===== src/rtl/cu_step_sequencer.sv =====
// cu_step_sequencer: per-instruction step counter with bus-wait hold, early branch exit,
// HALT parking and interrupt dispatch runs.
// Optional halt-bug behaviour is enabled by defining CU_HALT_BUG_EN.
module cu_step_sequencer #(
    parameter int STEP_W    = 5,
    parameter int ISR_STEPS = 20
) (
    input  logic              i_Clk,
    input  logic              i_Reset_n,
    input  logic              i_Opcode_Valid,
    input  logic [STEP_W-1:0] i_Step_Count,
    input  logic              i_Cond_Fail,
    input  logic [STEP_W-1:0] i_Short_Count,
    input  logic              i_Mem_Step,
    input  logic              i_Mem_Ready,
    input  logic              i_Halt,
    input  logic              i_Int_Pending,
    input  logic              i_IME,
    output logic [STEP_W-1:0] o_Step,
    output logic              o_Step_Valid,
    output logic [1:0]        o_State,
    output logic              o_Done,
    output logic              o_Stall,
    output logic              o_Int_Ack,
    output logic              o_Halt_Bug
);
    typedef enum logic [1:0] {IDLE = 2'b00, RUN = 2'b01, HALT = 2'b10, ISR = 2'b11} state_t;

    localparam logic [STEP_W-1:0] ISR_END = STEP_W'(ISR_STEPS - 1);

    state_t            state;
    logic [STEP_W-1:0] step;
    logic [STEP_W-1:0] end_cnt;
    logic              active;
    logic              stall;
    logic              cond_cut;
    logic              done;
    logic              int_take;
    logic              halt_bug;

    // Step qualifiers: bus stall, branch shortening and end-of-run detection
    always_comb begin
        active   = (state == RUN) || (state == ISR);
        stall    = active & i_Mem_Step & ~i_Mem_Ready;
        cond_cut = (state == RUN) & ~stall & i_Cond_Fail;
        done     = active & ~stall & (cond_cut ? (i_Short_Count <= step)
                                               : (step == ((state == ISR) ? ISR_END : end_cnt)));
        int_take = (state == RUN) & i_Int_Pending & i_IME;
`ifdef CU_HALT_BUG_EN
        halt_bug = done & i_Halt & i_Int_Pending & ~i_IME;
`else
        halt_bug = 1'b0;
`endif
    end

    assign o_Step       = step;
    assign o_State      = state;
    assign o_Step_Valid = active;
    assign o_Done       = done;
    assign o_Stall      = stall;
    assign o_Int_Ack    = done & (state == ISR);
    assign o_Halt_Bug   = halt_bug;

    // Sequencer state, step index and latched end count
    always_ff @(posedge i_Clk) begin
        if (!i_Reset_n) begin
            state   <= IDLE;
            step    <= '0;
            end_cnt <= '0;
        end else begin
            case (state)
                IDLE: begin
                    if (i_Opcode_Valid) begin
                        state   <= RUN;
                        step    <= '0;
                        end_cnt <= i_Step_Count;
                    end
                end
                HALT: begin
                    if (i_Int_Pending) begin
                        state <= i_IME ? ISR : IDLE;
                        step  <= '0;
                    end
                end
                default: begin
                    if (done) begin
                        step <= '0;
                        if (int_take) begin
                            state <= ISR;
                        end else if (i_Halt && !halt_bug) begin
                            state <= HALT;
                        end else if (i_Opcode_Valid) begin
                            state   <= RUN;
                            end_cnt <= i_Step_Count;
                        end else begin
                            state <= IDLE;
                        end
                    end else if (!stall) begin
                        step <= step + 1'b1;
                        if (cond_cut) end_cnt <= i_Short_Count;
                    end
                end
            endcase
        end
    end
endmodule


===== config.mk =====
export PLATFORM = sky130hd
export DESIGN_NAME = cu_step_sequencer
export DESIGN_NICKNAME = d
export VERILOG_FILES = /design/src/rtl/cu_step_sequencer.sv
export SDC_FILE = /design/constraint.sdc
export NUM_CORES = 1
export LEC_CHECK = 0
export CAP_MARGIN = 0
export CORE_ASPECT_RATIO = 1.1
export CORE_UTILIZATION = 35
export CTS_BUF_LIST = sky130_fd_sc_hd__clkbuf_8
export DETAILED_ROUTE_END_ITERATION = 10
export SYNTH_ARGS = -nofsm -noshare
export SYNTH_HDL_FRONTEND = slang
export SYNTH_SLANG_ARGS = --single-unit

===== constraint.sdc =====
create_clock -name i_Clk -period 6.49 [get_ports i_Clk]
set_clock_uncertainty 0.1 [all_clocks]
set_input_delay 1.298 -clock i_Clk [delete_from_list [all_inputs] [get_ports i_Clk]]
set_output_delay 1.298 -clock i_Clk [all_outputs]
set_load 0.05 [all_outputs]

==> results of run 1 <==
## through the flow
stage / instances / util [%]
2_1_floorplan: 134 / -
3_3_place_gp: 190 / 46.2
3_5_place_dp: 190 / 46.2
4_1_cts: 194 / 48.0
5_1_grt: 194 / 48.0
6_report: 194 / 48.0
## worst register-to-register path: cells and delay by family, from the launching register on
family	cells	cell delay (ns)
compound gates	4	0.90
fa+ha+maj	1	0.30
buf+inv	1	0.10
flops	1	0.50
simple gates	2	0.68
## state kept, by name, indices dropped and copies added (netlist names)
name	flops
o_State	2
o_Step	5
end_cnt	5
## cell usage after synthesis (all sizes together)
master,instances,area share (%)
dfxtp,12,21
nor2,10,3.6
inv,9,3.0
nand2,9,3.0
xnor2,8,6.3
a211oi,7,4.7
a32oi,7,5.5
ha,6,6.7
o31ai,6,4.5
a21oi,5,2.2
a22o,5,3.9
mux2,5,5.0
nor2b,5,2.8
and2,4,2.2
buf,4,2.8
clkbuf,3,1.0
nand2b,3,1.7
nand4,3,1.7
o211ai,3,2.0
o21ai,3,1.3
o31a,2,1.6
a2111oi,1,1.3
a211o,1,0.78
a21o,1,0.67
a311oi,1,0.78
a32o,1,0.89
and3,1,0.56
conb,1,0.34
nand3,1,0.45
nand3b,1,0.67
nor3,1,0.89
nor3b,1,1.1
nor4,1,0.56
o21a,1,0.67
o311ai,1,0.78
o41ai,1,2.5
## cell usage in the layout, fill, tap and decap left out, drive strengths merged, types with 2 or more instances in the layout
cell and n:
clkdlybuf4s50 29, nand2b 3, o31a 2, a22o 5, nor2b 5, dfxtp 12, xnor2 8, mux2 5
nand2 9, nand4 3, inv 9, a211oi 7, ha 6, nor2 10, a32oi 7, o211ai 3
a21oi 5, o31ai 6, clkbuf 4, and2 4, o21ai 3
## final cells by class
| class | instances | area [um2] | share of cell area (%) |
|---|---|---|---|
| clock buffer | 4 | 55.1 | 3.76 |
| sequential | 12 | 240 | 16.4 |
| multi-input combinational | 106 | 802 | 54.8 |
| tap | 34 | 42.5 | 2.91 |
| inverter | 9 | 33.8 | 2.31 |
| timing repair buffer | 29 | 290 | 19.8 |
## power groups by stage
stage | combinational [mW] | clock [mW] | sequential, mW
finish | 0.123 | 0.0833 | 0.0951
global route | 0.134 | 0.0864 | 0.0971
CTS | 0.124 | 0.0838 | 0.0949
detailed placement | 0.123 | 0 | 0.0966
global placement | 0.122 | 0 | 0.0965
floorplan | 0.0914 | 0 | 0.0980
## routing by layer
| layer | track usage (%) | vias to the layer above |
|---|---|---|
| li1 | - | 556 |
| met1 | 21.1 | 532 |
| met2 | 33.2 | 38 |
| met3 | 4.20 | 4 |
| met4 | 6.27 | 0 |
| met5 | 0 | - |
## path summary, 6_finish.rpt
| kind | from | end | slack [ns] | depth (start not counted) |
|---|---|---|---|---|
| setup / recovery | i_Short_Count[3] | o_Done | 1.05 | 8 |
| hold reg to reg | end_cnt[4] | end_cnt[4] | 0.47 | 1 |
| setup reg to reg | o_Step[1] | end_cnt[4] | 3.81 | 8 |
| hold / removal | end_cnt[4] | end_cnt[4] | 0.47 | 1 |
## logic make-up after synthesis
| kind of cell | Yosys count | synth area share, % |
|---|---|---|
| fa+ha+maj | 6 | 6.71 |
| flops | 12 | 21.5 |
| other cells | 1 | 0.335 |
| simple gates | 40 | 19.2 |
| xor+xnor | 8 | 6.26 |
| compound gates | 46 | 34.1 |
| mux | 5 | 5.03 |
| buf+inv | 16 | 6.82 |
==> reports/qor.yml, run 1 <==
max_cap_viol_count: 0
pwr_density_cell_nw_per_um2: 206
nets: 186
dieWidth_um: 55.9
required_ns: 5.09
area_growth_pct: 30.9
preCtsSetupSlack_ns: 1.05
top_layer: "met4"
grt_setup_unrepaired: "false"
power_uw: 302
cts-root-buf: "clkbuf_8"
met3_length_um: 200
avgViaCountPerCell: 5.82
yosysWarnings: 0
coreArea_um2: 3050
cp_num_buf_inv: 2
synthDistinctLibCells: 42
first_global_vias: 1105
gp_congestion: 0.921
pin_count: 31
drcViolationCount: 0
p_sw_uw: 115
post-cts-setup-buffers: 0
die-area_um2: 3430
start_kind: "input port"
slew_violations: 0
start_util_pct: 36.7
crit_top_cell: "clkdlybuf4s50_1"
place_area_um2: 1410
syn_inst: 134
fmax_ghz: 0.184
fillers: 318
grt_max_degree: 17
peakVddDrop_mv: 0.119
antenna_found_initial: 0
drt_first_pass_iters: 4
max_stage_delay_ns: 0.73
fin_crit_sh_pct: 83.9
worst_setup_path_end_kind: "output port"
tns_ns: 0
cp_slowest_cell: "clkdlybuf4s50_1"
maxSlewHeadroom_pct: 63.5
cts.hold.buffers_added: 0
clkLatencyLatePin_ns: 0.24
status: "finished, final reports clean"
crit_chain: "clkdlybuf4s50_1 > ha_1 > and3_1 > o21ai_1 > a32oi_1 > and2_1 > nor3_2 > clkdlybuf4s50_1"
grt.overflow.total: 0
numPortBuffers: 29
wl_met2_mm: 1.49
hold_violations: 0
cts_resized: 0
htreeDepth: 1
critical_path_arrival_ns: 4.05
core.rowCount: 21
synthesis.nets: 159
clockPowerShare_pct: 27.6
vias: 1130
track_usage_pct: 18.0
yosysSeqAreaShare_pct: 21.5
clockBufferDepth: 2
die_h_um: 61.3
wl_per_cell_um: 15.3
tightest_slew_ns: 0.548
p_sw_share_pct: 38.1
synth-seq-cells: 12
cts_tree: "done"
drt_iter0_drc: 63
period_minus_slack_ns: 5.44
wirelength_mm: 2.96
worst_slack_ns: 1.05
ant_nets: 0
netlist_area_um2: 1120
cp_top_family: "buffers and inverters"
clock-sinks: 12
clk_pin_slew_ns: 0.06
design_area_um2: 1460
cts_buffers: 3
grt_pass1_wl_mm: 4.82
dp_hpwl_mm: 2.30
crit_type: "in -> out"
avgSynthCellArea_um2: 8.35
wl_met1_mm: 1.22
p_seq_share_pct: 31.5
leakagePower_nw: 0.514
combPwrFrac_pct: 40.8
antennaDiodeCount: 0
hold_slack_ns: 0.468
layout-drive-gt1-share_pct: 7.50
p_int_uw: 187
cp_max_fo: 12
hold_class: "reg -> reg"
setup_viol: 0
Note: power is estimated with default switching activity, not from simulation.
==> run 2: changes to the inputs <==
==> constraint.sdc (replaced) <==
create_clock -name i_Clk -period 5.2 [get_ports i_Clk]
set_clock_uncertainty 0.1 [all_clocks]
set_input_delay 1.04 -clock i_Clk [delete_from_list [all_inputs] [get_ports i_Clk]]
set_output_delay 1.04 -clock i_Clk [all_outputs]
set_load 0.05 [all_outputs]
==> run 2 against run 1 <==
Count of clock-buffer cells in the layout did not move; worst setup slack got worse by 0.69 ns; die area did not move; non-clock buffer count rose by 1; critical path depth did not move; worst hold slack improved by 0.0066 ns; register-to-register slack got worse by 1.3 ns; final cell count rose by 0.52%; largest power group unchanged; power rose by 27%.
==> reports/qor.yml, run 2 (synthesis gave the netlist of run 1 again) <==
status: "finished, final reports clean"
cts.hold.buffers_added: 0
first_global_vias: 1074
avgViaCountPerCell: 5.85
cts_buffers: 3
wl_per_cell_um: 16.1
antennaDiodeCount: 0
cp_max_fo: 8
drt_first_pass_iters: 4
wl_met2_mm: 1.61
cts_tree: "done"
htreeDepth: 1
coreArea_um2: 3050
wl_met1_mm: 1.30
drt_iter0_drc: 35
antenna_found_initial: 0
core.rowCount: 21
mostFrequentLayoutCells: "clkdlybuf4s50_1 (29), dfxtp_1 (12), nand2_1 (9), nor2_1 (9), xnor2_1 (8)"
dieWidth_um: 55.9
slew_violations: 0
die_h_um: 61.3
grt_max_degree: 17
wirelength_mm: 3.14
period_minus_slack_ns: 4.84
critical_path_arrival_ns: 3.70
grt_pass1_wl_mm: 4.80
track_usage_pct: 18.6
layout-drive-gt1-share_pct: 8.07
fin_crit_sh_pct: 93.1
tns_ns: 0
hold_class: "reg -> reg"
max_cap_viol_count: 0
start_kind: "input port"
nets: 187
pin_count: 31
fmax_ghz: 0.207
met3_length_um: 169
area_growth_pct: 31.5
startpoint: "i_Short_Count[4]"
clockBufferDepth: 2
clock-sinks: 12
clk_pin_slew_ns: 0.06
maxSlewHeadroom_pct: 63.4
cts_resized: 0
endpoint: "o_Done"
gp_congestion: 0.891
hold_violations: 0
whs_path_depth: 1
start_util_pct: 36.7
drcViolationCount: 0
pwr_density_cell_nw_per_um2: 260
vias: 1141
numPortBuffers: 29
worst_r2r_endpoint: "end_cnt[4]"
grt.overflow.total: 0
clkLatencyLatePin_ns: 0.25
crit_type: "in -> out"
top_layer: "met4"
worst_setup_path_end_kind: "output port"
r2r_setup_slack_ns: 2.53
dp_hpwl_mm: 2.39
required_ns: 4.06
leakagePower_nw: 0.520
r2r_cells: 9
setup_viol: 0
post-cts-setup-buffers: 0
hold_slack_ns: 0.475
tightest_slew_ns: 0.548
cts-root-buf: "clkbuf_8"
grt_setup_unrepaired: "false"
place_area_um2: 1420
fillers: 303
peakVddDrop_mv: 0.164
layout_commonest_cell: "clkdlybuf4s50_1"
design_area_um2: 1470
die-area_um2: 3430
ant_nets: 0
r2r_start: "o_Step[1]"
## run 2: per-stage QoR
stage                     util [%]  cells  power (mW)  setup slack (ns)
after detailed placement      46.5    191       0.276             0.379
after CTS                     48.3    195       0.384             0.371
final                         48.3    195       0.383             0.358
after global routing          48.3    195       0.402             0.218
after floorplan                  -    134       0.236             0.476
after global placement        46.5    191       0.274             0.412
## run 2: where the power goes
part / total [mW] / switching (mW) / internal (mW) / leakage (nW)
Combinational: 0.157 / 0.0912 / 0.0661 / 0.393
Clock: 0.107 / 0.0403 / 0.0671 / 0.0288
Sequential: 0.118 / 0.0176 / 0.101 / 0.0980
Total: 0.383 / 0.149 / 0.234 / 0.520
## run 2: worst min path at each step
| stage | from | to |
|---|---|---|
| final | end_cnt[4] | end_cnt[4] |
| after global routing | end_cnt[4] | end_cnt[4] |
| after CTS | end_cnt[4] | end_cnt[4] |
| after detailed placement | end_cnt[4] | end_cnt[4] |
| after global placement | end_cnt[4] | end_cnt[4] |
| after floorplan | end_cnt[4] | end_cnt[4] |
## run 2: cell type report
| class | count | area [um2] | area share (%) |
|---|---|---|---|
| well taps | 34 | 42.5 | 2.89 |
| repair buffers | 30 | 298 | 20.2 |
| inverters | 9 | 33.8 | 2.30 |
| flip-flops and latches | 12 | 240 | 16.3 |
| multi-input cells | 106 | 802 | 54.5 |
| clock buffers | 4 | 55.1 | 3.74 |
## run 2: metal layers
metal	GRT usage, %	up-vias
met5	0	-
met4	7.32	0
met3	4.20	6
met2	34.6	37
met1	21.2	538
li1	-	560
## run 2: critical path, cell delays in order
cell and delay, ns:
clkdlybuf4s50_1 0.43, ha_1 0.31, and3_1 0.16, o21ai_1 0.07, a32oi_1 0.41, and2_1 0.44
nor3_2 0.11, clkdlybuf4s50_1 0.73
==> run 3: changes to the inputs <==
--- a/config.mk
+++ b/config.mk
@@ -7,9 +7,10 @@
 export LEC_CHECK = 0
 export CAP_MARGIN = 0
 export CORE_ASPECT_RATIO = 1.1
-export CORE_UTILIZATION = 35
+export CORE_UTILIZATION = 49
 export CTS_BUF_LIST = sky130_fd_sc_hd__clkbuf_8
 export DETAILED_ROUTE_END_ITERATION = 10
+export PLACE_DENSITY = 0.81
 export SYNTH_ARGS = -nofsm -noshare
 export SYNTH_HDL_FRONTEND = slang
 export SYNTH_SLANG_ARGS = --single-unit
==> run 3 against run 2 <==
Die area fell by 28%; worst hold slack improved by 0.015 ns; power down 5.7%; critical path depth did not move; final area is 2.0% lower; largest cell class unchanged; highest routed layer unchanged.
==> reports/qor.yml, run 3 (synthesis gave the netlist of run 1 again) <==
status: "finished, final reports clean"
period_minus_slack_ns: 5.01
avgViaCountPerCell: 6.40
required_ns: 4.06
cts_buffers: 3
wirelength_mm: 3.13
grt.overflow.total: 0
post-cts-setup-buffers: 0
cts_tree: "done"
crit_top_cell: "clkdlybuf4s50_1"
htreeDepth: 1
hold_violations: 0
crit_chain: "clkdlybuf4s50_1 > ha_1 > and3_1 > o21ai_1 > a32oi_1 > and2_1 > nor4_1 > clkdlybuf4s50_1"
clk_pin_slew_ns: 0.05
track_usage_pct: 28.5
cts_resized: 0
start_util_pct: 53.7
cp_num_buf_inv: 2
design_area_um2: 1440
layout_commonest_cell: "clkdlybuf4s50_1"
critical_path_arrival_ns: 3.87
max_cap_viol_count: 0
start_kind: "input port"
setup_viol: 0
grt_pass1_wl_mm: 5.03
fin_crit_sh_pct: 96.3
cp_slowest_cell: "clkdlybuf4s50_1"
dieWidth_um: 47.6
grt_max_degree: 17
pwr_density_cell_nw_per_um2: 251
maxSlewHeadroom_pct: 62.4
cts.hold.buffers_added: 0
core.rowCount: 17
drt_first_pass_iters: 4
first_global_vias: 1125
p_seq_share_pct: 33.0
p_sw_share_pct: 39.8
coreArea_um2: 2080
crit_type: "in -> out"
tightest_slew_ns: 0.564
cp_top_family: "buffers and inverters"
die_h_um: 52.1
clock-sinks: 12
tns_ns: 0
max_stage_delay_ns: 0.73
fin_cells: 187
numPortBuffers: 29
layout-drive-gt1-share_pct: 6.92
wl_per_cell_um: 16.7
vias: 1197
mostFrequentLayoutCells: "clkdlybuf4s50_1 (29), dfxtp_1 (12), nand2_1 (9), nor2_1 (9), xnor2_1 (8)"
peakVddDrop_mv: 0.173
nets: 186
hold_class: "reg -> reg"
antenna_found_initial: 0
grt_setup_unrepaired: "false"
fmax_ghz: 0.200
p_int_uw: 218
dp_cells: 184
slew_violations: 0
gp_congestion: 0.816
worst_setup_path_end_kind: "output port"
cp_max_fo: 12
clkLatencyLatePin_ns: 0.24
leakagePower_nw: 0.507
clockPowerShare_pct: 23.3
p_sw_uw: 144
post-route-util_pct: 69.2
antennaDiodeCount: 0
die-area_um2: 2480
cts-root-buf: "clkbuf_8"
place_area_um2: 1400
drt_iter0_drc: 31
drcViolationCount: 0
dp_hpwl_mm: 2.33
ant_nets: 0
clockBufferDepth: 2
fillers: 193
area_growth_pct: 29.0
pin_count: 31
combPwrFrac_pct: 43.6
[run 3: cell types whose count changed in the layout (fill, tap and decap cells not counted), sizes merged]
cell    before  now
buf          1    0
clkbuf       4    3
[run 3: power groups by stage]
| stage | Combinational (mW) | Clock [mW] | Sequential, mW |
|---|---|---|---|
| 2_1_floorplan | 0.114 | 0 | 0.122 |
| 3_3_place_gp | 0.150 | 0 | 0.120 |
| 3_5_place_dp | 0.155 | 0 | 0.121 |
| 4_1_cts | 0.156 | 0.0852 | 0.119 |
| 5_1_grt | 0.169 | 0.0895 | 0.120 |
| 6_report | 0.158 | 0.0843 | 0.119 |
[run 3: layout make-up]
type	count	area [um2]	share of cell area, %
multi-input combinational	106	802	55.6
timing repair buffer	29	290	20.1
sequential	12	240	16.7
clock buffer	3	41.3	2.86
tap	28	35.0	2.43
inverter	9	33.8	2.34
[run 3: worst register-to-register path: cells and delay by family, from the launching register on]
| kind | cells | cell delay, ns |
|---|---|---|
| DFF | 1 | 0.43 |
| and+or+nand+nor | 2 | 0.74 |
| AOI/OAI and AO/OA | 4 | 0.93 |
| buffers and inverters | 1 | 0.14 |
| adders and majority gates | 1 | 0.29 |
[run 3: path summary, 6_finish.rpt]
path / cells after the start / slack (ns) / startpoint / end
min: 1 / 0.49 / end_cnt[1] / end_cnt[1]
max: 8 / 0.19 / i_Short_Count[4] / o_Int_Ack
min reg2reg: 1 / 0.49 / end_cnt[1] / end_cnt[1]
max reg2reg: 8 / 2.47 / o_Step[2] / end_cnt[3]
[run 3: through the flow]
step           hold WS, ns  power, mW  setup slack (ns)
2_1_floorplan        0.389      0.236             0.476
3_3_place_gp         0.459      0.270             0.354
3_5_place_dp         0.467      0.276             0.253
4_1_cts              0.481      0.360             0.236
5_1_grt              0.517      0.379            0.0549
6_report             0.489      0.361             0.191
[run 3: metal layers]
layer	routed length, um	track usage [%]	vias up
met5	0	0	-
met2	1510	46.8	78
met4	119	14.4	0
met3	266	5.21	18
li1	-	-	560
met1	1230	34.4	541
